**src/rtl/seq_pattern_gen.sv**
```systemverilog
// Serial pattern generator feeding a Mealy sequence detector. It also produces the detector's expected output.
// Optional feature macro: PATGEN_PARITY_EN appends an even-parity bit after each transmission.
module seq_pattern_gen #(
    parameter int WIDTH    = 8,
    parameter int REPEAT_W = 4
) (
    input  logic                clk,
    input  logic                rst,
    input  logic                load_valid,
    output logic                load_ready,
    input  logic [WIDTH-1:0]    pattern,
    input  logic [REPEAT_W-1:0] repeat_cnt,
    output logic                dout,
    output logic                dout_valid,
    output logic                exp_mark,
    output logic                busy,
    output logic                done
);

    localparam int CNT_W = $clog2(WIDTH + 1);
    localparam logic [CNT_W-1:0]    LAST_BIT = CNT_W'(WIDTH - 1);
    localparam logic [CNT_W-1:0]    CNT_ONE  = CNT_W'(1);
    localparam logic [REPEAT_W-1:0] REP_ONE  = REPEAT_W'(1);

    typedef enum logic [2:0] {
        S_IDLE  = 3'd0,
        S_SHIFT = 3'd1,
`ifdef PATGEN_PARITY_EN
        S_PAR   = 3'd2,
`endif
        S_GAP   = 3'd3,
        S_DONE  = 3'd4
    } state_t;

    state_t              state_q, state_d;
    logic [WIDTH-1:0]    shreg_q, shreg_d;
    logic [WIDTH-1:0]    pat_q, pat_d;
    logic [CNT_W-1:0]    bit_cnt_q, bit_cnt_d;
    logic [REPEAT_W-1:0] rep_left_q, rep_left_d;
    logic                ones_odd_q, ones_odd_d;

`ifdef PATGEN_PARITY_EN
    logic par_bit;
    assign par_bit = ^pat_q;
`endif

    always_ff @(posedge clk or posedge rst) begin
        if (rst) begin
            state_q    <= S_IDLE;
            shreg_q    <= '0;
            pat_q      <= '0;
            bit_cnt_q  <= '0;
            rep_left_q <= '0;
            ones_odd_q <= 1'b0;
        end else begin
            state_q    <= state_d;
            shreg_q    <= shreg_d;
            pat_q      <= pat_d;
            bit_cnt_q  <= bit_cnt_d;
            rep_left_q <= rep_left_d;
            ones_odd_q <= ones_odd_d;
        end
    end

    always_comb begin
        state_d    = state_q;
        shreg_d    = shreg_q;
        pat_d      = pat_q;
        bit_cnt_d  = bit_cnt_q;
        rep_left_d = rep_left_q;
        ones_odd_d = ones_odd_q;
        load_ready = 1'b0;
        busy       = 1'b1;
        done       = 1'b0;
        dout       = 1'b0;
        dout_valid = 1'b0;

        case (state_q)
            S_IDLE: begin
                load_ready = 1'b1;
                busy       = 1'b0;
                if (load_valid) begin
                    shreg_d    = pattern;
                    pat_d      = pattern;
                    rep_left_d = repeat_cnt;
                    bit_cnt_d  = '0;
                    ones_odd_d = 1'b0;
                    state_d    = S_SHIFT;
                end
            end
            S_SHIFT: begin
                dout       = shreg_q[WIDTH-1];
                dout_valid = 1'b1;
                shreg_d    = {shreg_q[WIDTH-2:0], 1'b0};
                bit_cnt_d  = bit_cnt_q + CNT_ONE;
                if (bit_cnt_q == LAST_BIT) begin
                    bit_cnt_d = '0;
`ifdef PATGEN_PARITY_EN
                    state_d = S_PAR;
`else
                    state_d = (rep_left_q != '0) ? S_GAP : S_DONE;
`endif
                end
            end
`ifdef PATGEN_PARITY_EN
            S_PAR: begin
                dout       = par_bit;
                dout_valid = 1'b1;
                state_d    = (rep_left_q != '0) ? S_GAP : S_DONE;
            end
`endif
            S_GAP: begin
                // Reload here so the next repetition starts from the latched copy.
                rep_left_d = rep_left_q - REP_ONE;
                shreg_d    = pat_q;
                state_d    = S_SHIFT;
            end
            S_DONE: begin
                done    = 1'b1;
                state_d = S_IDLE;
            end
            default: begin
                state_d = S_IDLE;
            end
        endcase

        // ones_odd counts every transmitted 1, data or parity, across repetitions.
        if (dout_valid && dout) begin
            ones_odd_d = ~ones_odd_q;
        end
        exp_mark = dout_valid & dout & ~ones_odd_q;
    end

endmodule

```
**config.mk**
```make
export PLATFORM = sky130hd
export DESIGN_NAME = seq_pattern_gen
export DESIGN_NICKNAME = d
export VERILOG_FILES = /design/src/rtl/seq_pattern_gen.sv
export SDC_FILE = /design/constraint.sdc
export NUM_CORES = 1
export LEC_CHECK = 0
export ABC_AREA = 1
export CORE_AREA = 4 4 59 61
export CTS_CLUSTER_DIAMETER = 30
export DETAILED_ROUTE_END_ITERATION = 16
export DIE_AREA = 0 0 63 65
export PLACE_DENSITY = 0.71
export SLEW_MARGIN = 20
export SYNTH_ARGS = -nofsm -noshare
export SYNTH_HDL_FRONTEND = slang
export SYNTH_SLANG_ARGS = --single-unit
```
**constraint.sdc**
```tcl
create_clock -name clk -period 2.1 [get_ports clk]
set_clock_uncertainty 0.1 [all_clocks]
set_input_delay 0.21 -clock clk [delete_from_list [all_inputs] [get_ports clk]]
set_output_delay 0.21 -clock clk [all_outputs]
set_load 0.03 [all_outputs]
```
## Yosys cells after proc, flatten, opt, wreduce, memory -nomap -nowiden

Index checks and enable logic that the tools add are counted.
Widths: inputs -> output; s select.

| cells by class | value |
|---|---|
| $add $sub $neg | 2 |
| equality and inequality tests | 6 |
| multiplexer cells | 19 |
| bitwise gates (word level) | 3 |
| reduce and logical (&&, ||, !) cells | 14 |

Operators by type and width:

| kind | count |
|---|---|
| $pmux 8 s3 | 1 |
| $pmux 4 s2 | 2 |
| $mux 4 | 3 |
| $reduce_and 2->1 | 6 |
| $mux 3 | 3 |
| $pmux 3 s3 | 1 |
| $mux 1 | 8 |
| $mux 8 | 1 |
| $reduce_bool 2->1 | 4 |
| $add 4x1->4 const B | 1 |
| $eq 4x3->1 const B | 1 |
| $ne 2x2->1 const B | 2 |
| $reduce_bool 4->1 | 1 |
| $sub 4x1->4 const B | 1 |
| $eq 3x1->1 const B | 1 |
| $eq 3x2->1 const B | 1 |
| $eq 3x3->1 const B | 1 |
| $logic_not 3->1 | 1 |
| $reduce_bool 3->1 | 1 |
| $and 1x1->1 | 2 |
| $logic_and 1x1->1 | 1 |
| $not 1->1 | 1 |

| word-level totals | value |
|---|---|
| register bits | 28 |
| input port bits | 15 |
| output and inout bits | 6 |
| word-level logic and storage cells | 50 |

## Depth between registers and ports, before layout

Gate-level depths: netlist of the first run.

| depth | value |
|---|---|
| word-level depth | 5 |
| mapped depth | 9 |
| mapped depth without buffers | 9 |

## Worst setup path after synthesis of the first run

Ideal clock, no wire load.

| timing | value |
|---|---|
| path kind | register -> register |
| from | register state_q[0] |
| to | register shreg_q[1] |
| arrival time | 1.441 ns |
| setup slack | 0.442 ns |
| cell stages (with the launch flop) | 8 |
| clock period less this slack | 1.658 ns |
| cells stage by stage | dfrtp_1 nor2_1 nand2_2 inv_1 nand2_2 buf_6 nand3_1 nand2_1 |

| between the ends | value |
|---|---|
| cells in the longest elaborated chain, start to end | 3 |

Ends and longest elaborated chain:

| element | line | RTL |
|---|---|---|
| start, declared | 35 | `state_t state_q, state_d;` |
| start signal, assigned | 56 | `state_q <= state_d;` |
| $eq 3x1->1, or another cell as far along | 78 | `case (state_q)` |
| $reduce_bool 3->1 (no source line) or $ne 2x2->1 (tied branches) | n/a |  |
| $reduce_and 2->1 (no source line) | n/a |  |
| end signal, assigned | 57 | `shreg_q <= shreg_d;` |
| end, declared | 36 | `logic [WIDTH-1:0] shreg_q, shreg_d;` |

Several ways; a longest one is shown, not always the timed one.
A chain may end at the register's enable or synchronous reset.

## Worst setup path after layout of the first run

| timing | value |
|---|---|
| from | register state_q[1] |
| to | output port dout_valid |

| between the ends | value |
|---|---|
| cells in the longest elaborated chain, start to end | 2 |

Ends and longest elaborated chain:

| element | line | RTL |
|---|---|---|
| $eq 3x1->1 | 78 |  |
| $mux 1 | 78 |  |
| end, declared | 14 | `output logic dout_valid,` |

Every way passes these cells.

==> impl_metrics.yaml, run 1 <==
worst_setup_path:
  rr_endpoint: "shreg_q[7]"
  path_delay_family: "buffers and inverters"
  arrival_ns: 1.72
  reg2reg_depth: 7
  path_buf_inv: 2
  required_ns: 1.79
  crit_fanout: 9
  end_kind: "output pin"
  regToRegSetupSlack_ns: 0.53
  worstPathCellList: "buf_4 > nor2_4 > clkdlybuf4s50_1"
  worstSetupPathType: "flop to output pin"
  cp_slowest_cell: "clkdlybuf4s50_1"
  start_kind: "flop"
  slowest_delay_ns: 0.67
  reg2reg_from: "state_q[0]"
synthesis:
  synth_common_cells: "nand2_1, nand3_1, dfrtp_1, inv_1, nor2_1"
  yosysWarningCount: 0
  syn_nets: 211
  yosysTopAreaCellShare_pct: 48.9
  ys_types: 17
  yosys.area.top_type: "dfrtp_1"
  yosysSeqAreaShare_pct: 48.9
  synth_edf_count: 0
  synth-main-ff-cell: "dfrtp_1"
  synthesis.area_um2: 1430
  synthArstFlopShare_pct: 100
  synth-seq-cells: 28
  synthCells: 194
  synth.most_common_cell: "nand2_1"
  synth_area_per_cell_um2: 7.39
  synthTopCellsByArea: "dfrtp_1, nand2_1, nand3_1, inv_1, nor2_1"
routing:
  avgRoutedWirePerCell_um: 11.8
  avgViaCountPerCell: 5.05
  drc: 0
  drtAntennaViolNets: 0
  totalWireLength_um: 2970
  vias: 1273
  initialDrtViolationCount: 77
  drtPass1Iterations: 4
die:
  ios: 21
  rows: 20
  die_area_um2: 4100
  fp.dieW_um: 63
  core-area_um2: 2980
  initial_core_util_pct: 48.2
  die_h_um: 65
clocking:
  tritoncts: "done"
  cts_root_buf: "clkbuf_4"
  cts-htree-levels: 1
  clkTransAtPathRegs_ns: 0.15
  clkLatencyLatePin_ns: 0.32
  hold_buffers: 0
  cts_sinks: 28
  post_cts_buffers: 0
  cts_buffer_depth: 2
  numCtsBuffers: 3
timing:
  final-max-slew-violation-count: 0
  fin_crit_ns: 2.03
  rsz0062_at_grt: "false"
  relSlewSlack_pct: 66.7
  finalSetupViolCount: 0
  fmax_mhz: 493
  tns_ns: 0
  period_share_pct: 96.6
  finalHoldViolations: 0
  worstMarginPinSlew_ns: 0.498
global_route:
  gr-usage-all-layers_pct: 16.0
  grt_pass1_wl_um: 5380
  grt_max_degree: 29
  antenna_found_initial: 0
  grt-ovfl-total: 0
  grt_pass1_vias: 1245
final_layout:
  n_antenna_cell: 0
  final_nets: 237
  syn2layout_area_growth_pct: 19.4
  drive_above_1_share_pct: 8.22
  postLayoutCoreUtil_pct: 57.5
placed_design:
  place.gp.congestion: 0.774
  hpwlAfterDp_um: 2140
  port_buffers: 20
run_status:
  status: "finished, final reports clean"
pwr:
  ir_worst_vdd_v: 0.000778
  power_density_nw_per_um2: 1490
  p_leak_nw: 0.922
min_path:
  hp-class: "input port to asynchronous set/reset pin"
run:
  max-cap-violations: 0
layout by cell type, fill, tap and decap left out:
cell and count:
inv_2 1, o21ai_1 1, nor2_1 13, nor2_4 1
dfrtp_1 28, dlygate4sd2_1 1, clkdlybuf4s50_1 17, nor2_2 1
inv_1 14, nor3_1 1, o21ai_0 8, ha_1 2
buf_4 7, nand3_1 31, clkbuf_4 3, xor2_1 1
nand2_1 84, nand2_2 4, clkbuf_8 1
where the power goes:
part           switching [mW]  leakage (nW)  internal, mW  total (mW)
clock                   0.152        0.0210         0.106       0.258
sequential              0.159         0.352         0.790       0.948
combinational           0.862         0.549         0.475        1.34
layout make-up:
cell class / count / area (um^2)
fillers: 274 / 1270
flip-flops and latches: 28 / 701
multi-input cells: 147 / 646
repair buffers: 25 / 231
inverters: 15 / 56.3
well taps: 33 / 41.3
clock buffers: 4 / 36.3
sequential cells by signal, indices dropped and copies added, names as in the netlist:
signal,flops
pat_q,8
shreg_q,8
bit_cnt_q,4
rep_left_q,4
state_q,3
ones_odd_q,1
cells by family after synthesis:
family / share of synthesized area, %
fa+ha+maj: 1.74
xor+xnor: 0.611
buf+inv: 6.11
simple gates: 39.5
flops: 48.9
compound gates: 3.14
timing repair:
item	in CTS	in global routing
hold endpoints to repair	0	0
resized for setup	1	0
endpoints found under the setup margin	1	0
stage by stage:
stage               hold WS, ns  cells  worst slack [ns]  instance area (um^2)  power, mW
floorplan                 0.175    194             0.442                  1430       1.93
global placement          0.354    248             0.371                  1680       2.26
detailed placement        0.361    248             0.341                  1680       2.32
CTS                       0.138    252            0.0425                  1710       2.57
global route              0.142    252           0.00713                  1710       2.83
finish                    0.133    252            0.0710                  1710       2.54
worst register-to-register path: cells and delay by family, from the launching register on:
kind | cells | cell delay (ns)
AND/OR/NAND/NOR | 6 | 0.88
flip-flops | 1 | 0.46
buffers and inverters | 1 | 0.09
worst max-delay path by stage:
stage | start | depth (start not counted) | to
2_1_floorplan | state_q[0] | 7 | shreg_q[1]
3_3_place_gp | state_q[0] | 4 | load_ready
3_5_place_dp | state_q[0] | 4 | load_ready
4_1_cts | state_q[1] | 3 | dout_valid
5_1_grt | state_q[1] | 3 | dout_valid
6_report | state_q[1] | 3 | dout_valid
per-layer routing:
layer,share of wire (%),vias up,global-route usage (%)
li1,-,659,-
met1,45,583,19.6
met2,50,29,29.1
met3,5.0,2,2.77
met4,0.50,0,3.86
met5,0,-,0
No activity file was read; power rests on OpenSTA's default activity.
==> run 2: changes to the inputs <==
--- a/config.mk
+++ b/config.mk
@@ -8,8 +8,10 @@
 export ABC_AREA = 1
 export CORE_AREA = 4 4 59 61
 export CTS_CLUSTER_DIAMETER = 30
+export CTS_CLUSTER_SIZE = 24
 export DETAILED_ROUTE_END_ITERATION = 16
 export DIE_AREA = 0 0 63 65
+export MAX_ROUTING_LAYER = met4
 export PLACE_DENSITY = 0.71
 export SLEW_MARGIN = 20
 export SYNTH_ARGS = -nofsm -noshare
==> results of run 2 <==
The final DEF is identical to that of run 1; final timing and power are the same.
Among the figures that moved: final weighted congestion in routability-driven placement 0.774 -> 0.785; overall routing resource usage 16.0% -> 16.4%
